[config.mk]
export PLATFORM = sky130hd
export DESIGN_NAME = ddr_cmd_scheduler_flat
export DESIGN_NICKNAME = d
export VERILOG_FILES = /design/src/rtl/ddr_cmd_scheduler_if.sv /design/src/rtl/ddr_cmd_scheduler.sv /design/src/flat_wrapper.sv
export SDC_FILE = /design/constraint.sdc
export NUM_CORES = 1
export LEC_CHECK = 0
export CAP_MARGIN = 15
export CORE_ASPECT_RATIO = 0.75
export CORE_UTILIZATION = 44
export DETAILED_ROUTE_END_ITERATION = 8
export GPL_ROUTABILITY_DRIVEN = 0
export PLACE_DENSITY = 0.9
export SYNTH_ARGS = -nofsm -noshare
export SYNTH_HDL_FRONTEND = slang
export SYNTH_SLANG_ARGS = --single-unit
[constraint.sdc]
create_clock -name clk -period 3.07 [get_ports clk]
set_clock_uncertainty 0.05 [all_clocks]
set_input_delay 0.4605 -clock clk [delete_from_list [all_inputs] [get_ports clk]]
set_output_delay 0.4605 -clock clk [all_outputs]
set_load 0.01 [all_outputs]
[src/rtl/ddr_cmd_scheduler_if.sv]
// User request and controller command port bundle for ddr_cmd_scheduler.
// master = scheduler side, slave = user/controller side.
interface ddr_cmd_scheduler_if;
   logic        req_vld;
   logic        req_write;
   logic [31:0] req_addr;
   logic        req_ack;
   logic [4:0]  cmd;
   logic        cmd_vld;
   logic [31:0] addr;
   logic        busy;

   modport master (
      input  req_vld, req_write, req_addr, busy,
      output req_ack, cmd, cmd_vld, addr
   );

   modport slave (
      output req_vld, req_write, req_addr, busy,
      input  req_ack, cmd, cmd_vld, addr
   );
endinterface

[src/rtl/ddr_cmd_scheduler.sv]
// Shares the DDR controller command port between user requests and auto-refresh.
// Optional refresh statistics counters: define DDR_SCHED_STATS_EN.
module ddr_cmd_scheduler #(
   parameter int REFI_CYCLES  = 390,
   parameter int MAX_POSTPONE = 8
) (
   input  logic                clk,
   input  logic                rst,
   input  logic                ddr_ready,
   ddr_cmd_scheduler_if.master bus,
   output logic [3:0]          refresh_owed,
   output logic                refresh_err,
   output logic [15:0]         stat_refresh,
   output logic [15:0]         stat_urgent
);

   localparam int TW = (REFI_CYCLES > 1) ? $clog2(REFI_CYCLES) : 1;
   localparam logic [4:0] CMD_READ  = 5'h04;
   localparam logic [4:0] CMD_WRITE = 5'h05;
   localparam logic [4:0] CMD_AR    = 5'h08;

   typedef enum logic [1:0] {IDLE, ISSUE_USER, ISSUE_REF} state_t;

   state_t          state, nxt_state;
   logic [TW-1:0]   timer;
   logic            tick;
   logic            urgent;
   logic            ref_acc;
   logic [31:0]     addr_q;
   logic            write_q;
   logic            urgent_q;

   assign tick   = ddr_ready && (timer == TW'(REFI_CYCLES - 1));
   assign urgent = (refresh_owed >= 4'(MAX_POSTPONE));

   always_ff @(posedge clk) begin
      if (rst) state <= IDLE;
      else     state <= nxt_state;
   end

   always_comb begin
      nxt_state = state;
      case (state)
         IDLE: begin
            if (ddr_ready) begin
               if (urgent)                  nxt_state = ISSUE_REF;
               else if (bus.req_vld)        nxt_state = ISSUE_USER;
               else if (refresh_owed != '0) nxt_state = ISSUE_REF;
            end
         end
         ISSUE_USER, ISSUE_REF: begin
            if (!ddr_ready || !bus.busy) nxt_state = IDLE;
         end
         default: nxt_state = IDLE;
      endcase
   end

   always_comb begin
      bus.cmd_vld = 1'b0;
      bus.cmd     = '0;
      bus.addr    = '0;
      bus.req_ack = 1'b0;
      ref_acc     = 1'b0;
      case (state)
         ISSUE_USER: begin
            bus.cmd_vld = 1'b1;
            bus.cmd     = write_q ? CMD_WRITE : CMD_READ;
            bus.addr    = addr_q;
            bus.req_ack = ddr_ready && !bus.busy;
         end
         ISSUE_REF: begin
            bus.cmd_vld = 1'b1;
            bus.cmd     = CMD_AR;
            ref_acc     = ddr_ready && !bus.busy;
         end
         default: ;
      endcase
   end

   // Request fields and the urgency of a chosen refresh are captured on entry.
   always_ff @(posedge clk) begin
      if (rst) begin
         addr_q   <= '0;
         write_q  <= 1'b0;
         urgent_q <= 1'b0;
      end else if (state == IDLE) begin
         if (nxt_state == ISSUE_USER) begin
            addr_q  <= bus.req_addr;
            write_q <= bus.req_write;
         end
         if (nxt_state == ISSUE_REF) urgent_q <= urgent;
      end
   end

   always_ff @(posedge clk) begin
      if (rst || !ddr_ready) timer <= '0;
      else if (tick)         timer <= '0;
      else                   timer <= timer + 1'b1;
   end

   always_ff @(posedge clk) begin
      if (rst || !ddr_ready) begin
         refresh_owed <= '0;
      end else if (tick && !ref_acc) begin
         if (!urgent) refresh_owed <= refresh_owed + 1'b1;
      end else if (!tick && ref_acc) begin
         refresh_owed <= refresh_owed - 1'b1;
      end
   end

   always_ff @(posedge clk) begin
      if (rst)                        refresh_err <= 1'b0;
      else if (tick && (refresh_owed == 4'(MAX_POSTPONE))) refresh_err <= 1'b1;
   end

`ifdef DDR_SCHED_STATS_EN
   always_ff @(posedge clk) begin
      if (rst) begin
         stat_refresh <= '0;
         stat_urgent  <= '0;
      end else if (ref_acc) begin
         stat_refresh <= stat_refresh + 1'b1;
         if (urgent_q) stat_urgent <= stat_urgent + 1'b1;
      end
   end
`else
   assign stat_refresh = '0;
   assign stat_urgent  = '0;
`endif

endmodule

[src/flat_wrapper.sv]
// flat-port wrapper written by rule: the top's interface ports become plain ports
module ddr_cmd_scheduler_flat 
#(
   parameter int REFI_CYCLES  = 390,
   parameter int MAX_POSTPONE = 8
)
  (clk, rst, ddr_ready, refresh_owed, refresh_err, stat_refresh, stat_urgent, bus_req_vld, bus_req_write, bus_req_addr, bus_busy, bus_req_ack, bus_cmd, bus_cmd_vld, bus_addr);
  ddr_cmd_scheduler_if bus_i ();
  input  logic clk;
  input  logic rst;
  input  logic ddr_ready;
  output logic [3:0] refresh_owed;
  output logic refresh_err;
  output logic [15:0] stat_refresh;
  output logic [15:0] stat_urgent;
  input wire logic [$bits(bus_i.req_vld)-1:0] bus_req_vld;
  input wire logic [$bits(bus_i.req_write)-1:0] bus_req_write;
  input wire logic [$bits(bus_i.req_addr)-1:0] bus_req_addr;
  input wire logic [$bits(bus_i.busy)-1:0] bus_busy;
  output wire logic [$bits(bus_i.req_ack)-1:0] bus_req_ack;
  output wire logic [$bits(bus_i.cmd)-1:0] bus_cmd;
  output wire logic [$bits(bus_i.cmd_vld)-1:0] bus_cmd_vld;
  output wire logic [$bits(bus_i.addr)-1:0] bus_addr;
  assign bus_i.req_vld = bus_req_vld;
  assign bus_i.req_write = bus_req_write;
  assign bus_i.req_addr = bus_req_addr;
  assign bus_i.busy = bus_busy;
  assign bus_req_ack = bus_i.req_ack;
  assign bus_cmd = bus_i.cmd;
  assign bus_cmd_vld = bus_i.cmd_vld;
  assign bus_addr = bus_i.addr;
  ddr_cmd_scheduler #(.REFI_CYCLES(REFI_CYCLES), .MAX_POSTPONE(MAX_POSTPONE)) u_core (.clk(clk), .rst(rst), .ddr_ready(ddr_ready), .bus(bus_i), .refresh_owed(refresh_owed), .refresh_err(refresh_err), .stat_refresh(stat_refresh), .stat_urgent(stat_urgent));
endmodule
# Word-level counts from Yosys, hierarchy flattened
# Cells that the tools add are included.
[totals]
input_bits = 38
output_inout_bits = 76
wordCells = 49
reg_bits = 49
[classes]
mux = 15
add_sub_neg = 3
n_eq_ne = 6
magnitude_cmp = 1
n_reduce_logical = 18
[op_table]
columns = ["op", "count"]
rows = [
  ["32-bit 2-to-1 mux", 1],
  ["4-bit 2-to-1 mux", 3],
  ["2-bit 2-to-1 mux", 5],
  ["5-bit one-hot mux with 2 select lines", 1],
  ["9-bit by 1-bit adder with 9-bit output, second input constant", 1],
  ["9-bit == test, second input constant", 1],
  ["1-bit logical AND", 5],
  ["4-bit by 1-bit adder with 4-bit output, second input constant", 1],
  ["2-bit by 1-bit == test with 1-bit output, second input constant", 2],
  ["4-bit == test, second input constant", 1],
  ["4-bit >= comparator, second input constant", 1],
  ["1-bit logical NOT", 4],
  ["1-bit 2-to-1 mux", 4],
  ["2-bit one-hot mux with 2 select lines", 1],
  ["2-bit AND reduction", 2],
  ["4-bit nonzero test", 1],
  ["2-bit OR reduction", 2],
  ["4-bit by 1-bit subtractor with 4-bit output, second input constant", 1],
  ["2-bit == test, second input constant", 1],
  ["2-bit logical NOT", 1],
  ["1-bit logical OR", 2],
  ["2-bit != test, second input constant", 1],
  ["2-bit nonzero test", 1],
]

# Longest topological paths before layout
[depth]
depth_word = 8
mapped_depth = 10
ltp_nobuf = 10

# Worst setup path before layout
# OpenSTA, ideal clock, no wires.
[synth_path]
path_kind = "register -> register"
from = "register u_core.timer[0]"
to = "register u_core.refresh_owed[3]"
path_slack_ps = 524
setup_time_ps = 91
required_time_ps = 2929
stages_incl_launch_ff = 10
period_less_slack_ps = 2546
arrival_time_ps = 2405
path_buffers = 0
path_cell_list = "dfxtp_1 ha_1 or4b_2 nor2_1 nand3_1 ha_1 a21o_2 a21oi_1 a211oi_1 nor4bb_1"
[synth_via]
elab_chain_len = 6
word_cells_on_any_way = 9
classes_between = "2 x eq/ne; 1 x mux; 6 x reduce/logical"
[synth_lines]
columns = ["element", "line", "source"]
rows = [
  ["start: declaration", "ddr_cmd_scheduler.sv:25", "logic [TW-1:0] timer;"],
  ["start signal: assignment", "ddr_cmd_scheduler.sv:98", "else timer <= timer + 1'b1;"],
  ["9-bit == test *", "ddr_cmd_scheduler.sv:33", "assign tick = ddr_ready && (timer == TW'(REFI_CYCLES - 1));"],
  ["1-bit logical AND *", "ddr_cmd_scheduler.sv:33", ""],
  ["1-bit logical NOT", "ddr_cmd_scheduler.sv:106", "end else if (!tick && ref_acc) begin"],
  ["1-bit logical AND", "ddr_cmd_scheduler.sv:106", ""],
  ["2-bit nonzero test (no line)", "-", ""],
  ["2-bit AND reduction (no line)", "-", ""],
  ["end signal: assignment", "ddr_cmd_scheduler.sv:105", "if (!urgent) refresh_owed <= refresh_owed + 1'b1;"],
  ["end signal: assignment", "ddr_cmd_scheduler.sv:107", "refresh_owed <= refresh_owed - 1'b1;"],
  ["end: declaration", "ddr_cmd_scheduler.sv:11", "output logic [3:0] refresh_owed,"],
]
# Every way passes the cells marked *; elsewhere a longest branch is shown, timed or not.
# A chain may end at the register's enable or synchronous reset.

# Worst setup path after layout
# Same ends and word-level chain as after synthesis.

==> impl_metrics.csv <==
group,metric,value,unit
setup_path,path_class,"reg2reg",
clocking,numCtsBuffers,5,
clocking,hold_buffers,0,
layout,fin_nets,442,
yosys,ys_types,42,
yosys,synthCells,320,
routing,dr_total_vias,2301,
routing,drtAntennaViolNets,0,
grt,track_usage,17.5,%
routing,wl_per_cell,12.6,um
clocking,postCtsSetupBuffers,0,
sta,setup_viol,0,
grt,met2_usage,29.3,%
grt,use_met1,21.7,%
clocking,cts_tree,"done",
placement,dp_cells,468,
yosys,yosys.area.top_type,"dfxtp_1",
clocking,h-tree-depth,2,
grt,grt_start_max_net_pins,43,
setup_path,crit_path_end_kind,"flip-flop",
yosys,yosys_warnings,0,
sta,final_period_minus_worst_setup_slack,2.82,ns
die,die_y,72.8,um
yosys,async_reset_ff_share,0,%
grt,grt_pass1_wl,9580,um
yosys,synthesis.area,0.00294,mm2
yosys,synth_seq_cells,49,
pwr,peakVddDrop,0.000198,V
outcome,status,"complete, no violations",
routing,drt-pass1-iter-count,5,
routing,wirelength,6010,um
placement,dp_hpwl,4320,um
routing,drtIter0Drc,109,
routing,viasPerCell,4.83,
setup_path,arrival,2.98,ns
yosys,ys.flop_type,"dfxtp_1",
yosys,syn_avg_cell_area,9.20,um2
yosys,synth_top_family_by_area,"simple AND/OR/NAND/NOR gates",
yosys,synth_common_cells,"nand2b_1, dfxtp_1, buf_4",
grt,grt_pass1_vias,2131,
placement,numPortBuffers,79,
yosys,synth_top_cell_area_share,33.3,%
die,rows,25,
layout,num_antenna_cells,0,
pwr,power.leakage,1.50,nW
setup_path,worstPathMaxFanout,6,
pwr,power,1.45,mW
sta,period_share,91.9,%
setup_path,worst_ep_required_time,3.23,ns
grt,met3_usage,4.48,%
yosys,synth_xor_area_share,2.38,%
die,die_area,0.00702,mm2
setup_path,worst_setup_path_start_kind,"flip-flop",
die,num_io_pins,114,
sta,setup_tns,0,ns
die,start_util,46.1,%
sta,max_slew_margin,52.9,%
sta,slew_viol_final,0,
sta,rsz0062_at_grt,"false",
die,core,0.00638,mm2
yosys,synth_edf_count,0,
min_path,hp-class,"reg2reg",
sta,max_freq,0.354,GHz
die,chipWidth,96.4,um
yosys,synthTopCellsByArea,"dfxtp_1, nand2b_1, mux2i_1",
clocking,clockRootBuffer,"clkbuf_8",
grt,antenna_found_initial,0,
job,max_cap_violations,0,
grt,grt_overflow,0,
layout,area_growth,27.8,%
sta,tightestPinTransition,0.697,ns
clocking,cts.path.max_buffers,2,
yosys,synth_compound_area_share,5.70,%
yosys,synth_mux_area_share,11.2,%
layout,finalNonFillerCells,476,
grt,busiest_layer,"met2",
clocking,insertion_delay,0.29,ns
routing,drc_errors,0,
layout,drive_gt1_share,4.81,%
pwr,powerDensity,386,mW/mm2
clocking,cts_resized,0,
clocking,clock_sinks,49,
yosys,ys_seq_area_share,33.3,%
yosys,yosys.area_share.simple,30.6,%
clocking,clk_pin_slew,0.08,ns
yosys,synth_adder_area_share,4.51,%
sta,hold_viol_final,0,
yosys,yosysMostFrequentCell,"nand2b_1",
-- final cells by class --
cell class | instances | area [um2]
clock buffer | 7 | 96.3
clock inverter | 1 | 5.00
fill | 563 | 2620
inverter | 5 | 18.8
multi-input combinational | 250 | 1730
sequential | 49 | 981
tap | 81 | 101
timing repair buffer | 83 | 828
-- flip-flops by register name, summed over array words and instances (netlist names) --
signal	count
u_core.state	2
u_core.timer	9
u_core.refresh_err	1
u_core.addr_q	32
u_core.refresh_owed	4
u_core.write_q	1
-- path summary, 6_finish.rpt --
path / from / end / depth (start not counted) / slack (ns)
setup / recovery: u_core.timer[0] / u_core.refresh_owed[3] / 9 / 0.25
hold / removal: u_core.addr_q[23] / u_core.addr_q[23] / 2 / 0.42
setup reg to reg: u_core.timer[0] / u_core.refresh_owed[3] / 9 / 0.25
hold reg to reg: u_core.addr_q[23] / u_core.addr_q[23] / 2 / 0.42
-- where the power goes --
part / switching [mW] / total, mW / internal, mW / leakage, nW
clock: 0.209 / 0.413 / 0.204 / 0.0542
combinational: 0.151 / 0.323 / 0.172 / 1.05
sequential: 0.0268 / 0.714 / 0.687 / 0.401
total: 0.386 / 1.45 / 1.06 / 1.50
-- cell families after synthesis --
kind of cell	count (synthesis)
buf+inv	54
flops	49
xor+xnor	8
compound gates	19
simple gates	146
fa+ha+maj	10
other cells	1
mux	33
-- metal layers --
layer  vias to the layer above  share of wire, %
met1                      1065                44
met4                         0               1.9
li1                       1139                 -
met3                        12               6.7
met5                         -                 0
met2                        85                48
-- stage by stage --
stage | hold WS [ns] | utilization [%] | setup slack, ns | cell area (um2)
2_1_floorplan | 0.394 | - | 0.524 | 3070
3_3_place_gp | 0.403 | 57.3 | 0.444 | 3660
3_5_place_dp | 0.410 | 57.3 | 0.289 | 3660
4_1_cts | 0.428 | 58.9 | 0.263 | 3760
5_1_grt | 0.444 | 58.9 | 0.0815 | 3760
6_report | 0.424 | 58.9 | 0.248 | 3760
-- placed cells by master, fill, tap and decap left out, types with 6 or more instances in the layout --
cell,n
ha_1,9
mux2i_1,33
xor2_1,7
and2_1,32
clkdlybuf4s50_1,78
clkbuf_8,7
dfxtp_1,49
conb_1,34
nand3_1,6
nor2_1,11
nand2b_1,68
-- critical path: stages (launching register included) --
cell	delay (ns)
dfxtp_1	0.43
ha_1	0.19
or4b_2	0.61
nor2_1	0.14
nand3_1	0.17
ha_1	0.33
a21o_2	0.22
a21oi_1	0.23
a211oi_1	0.11
nor4bb_1	0.26
Note: power is estimated with default switching activity, not from simulation.
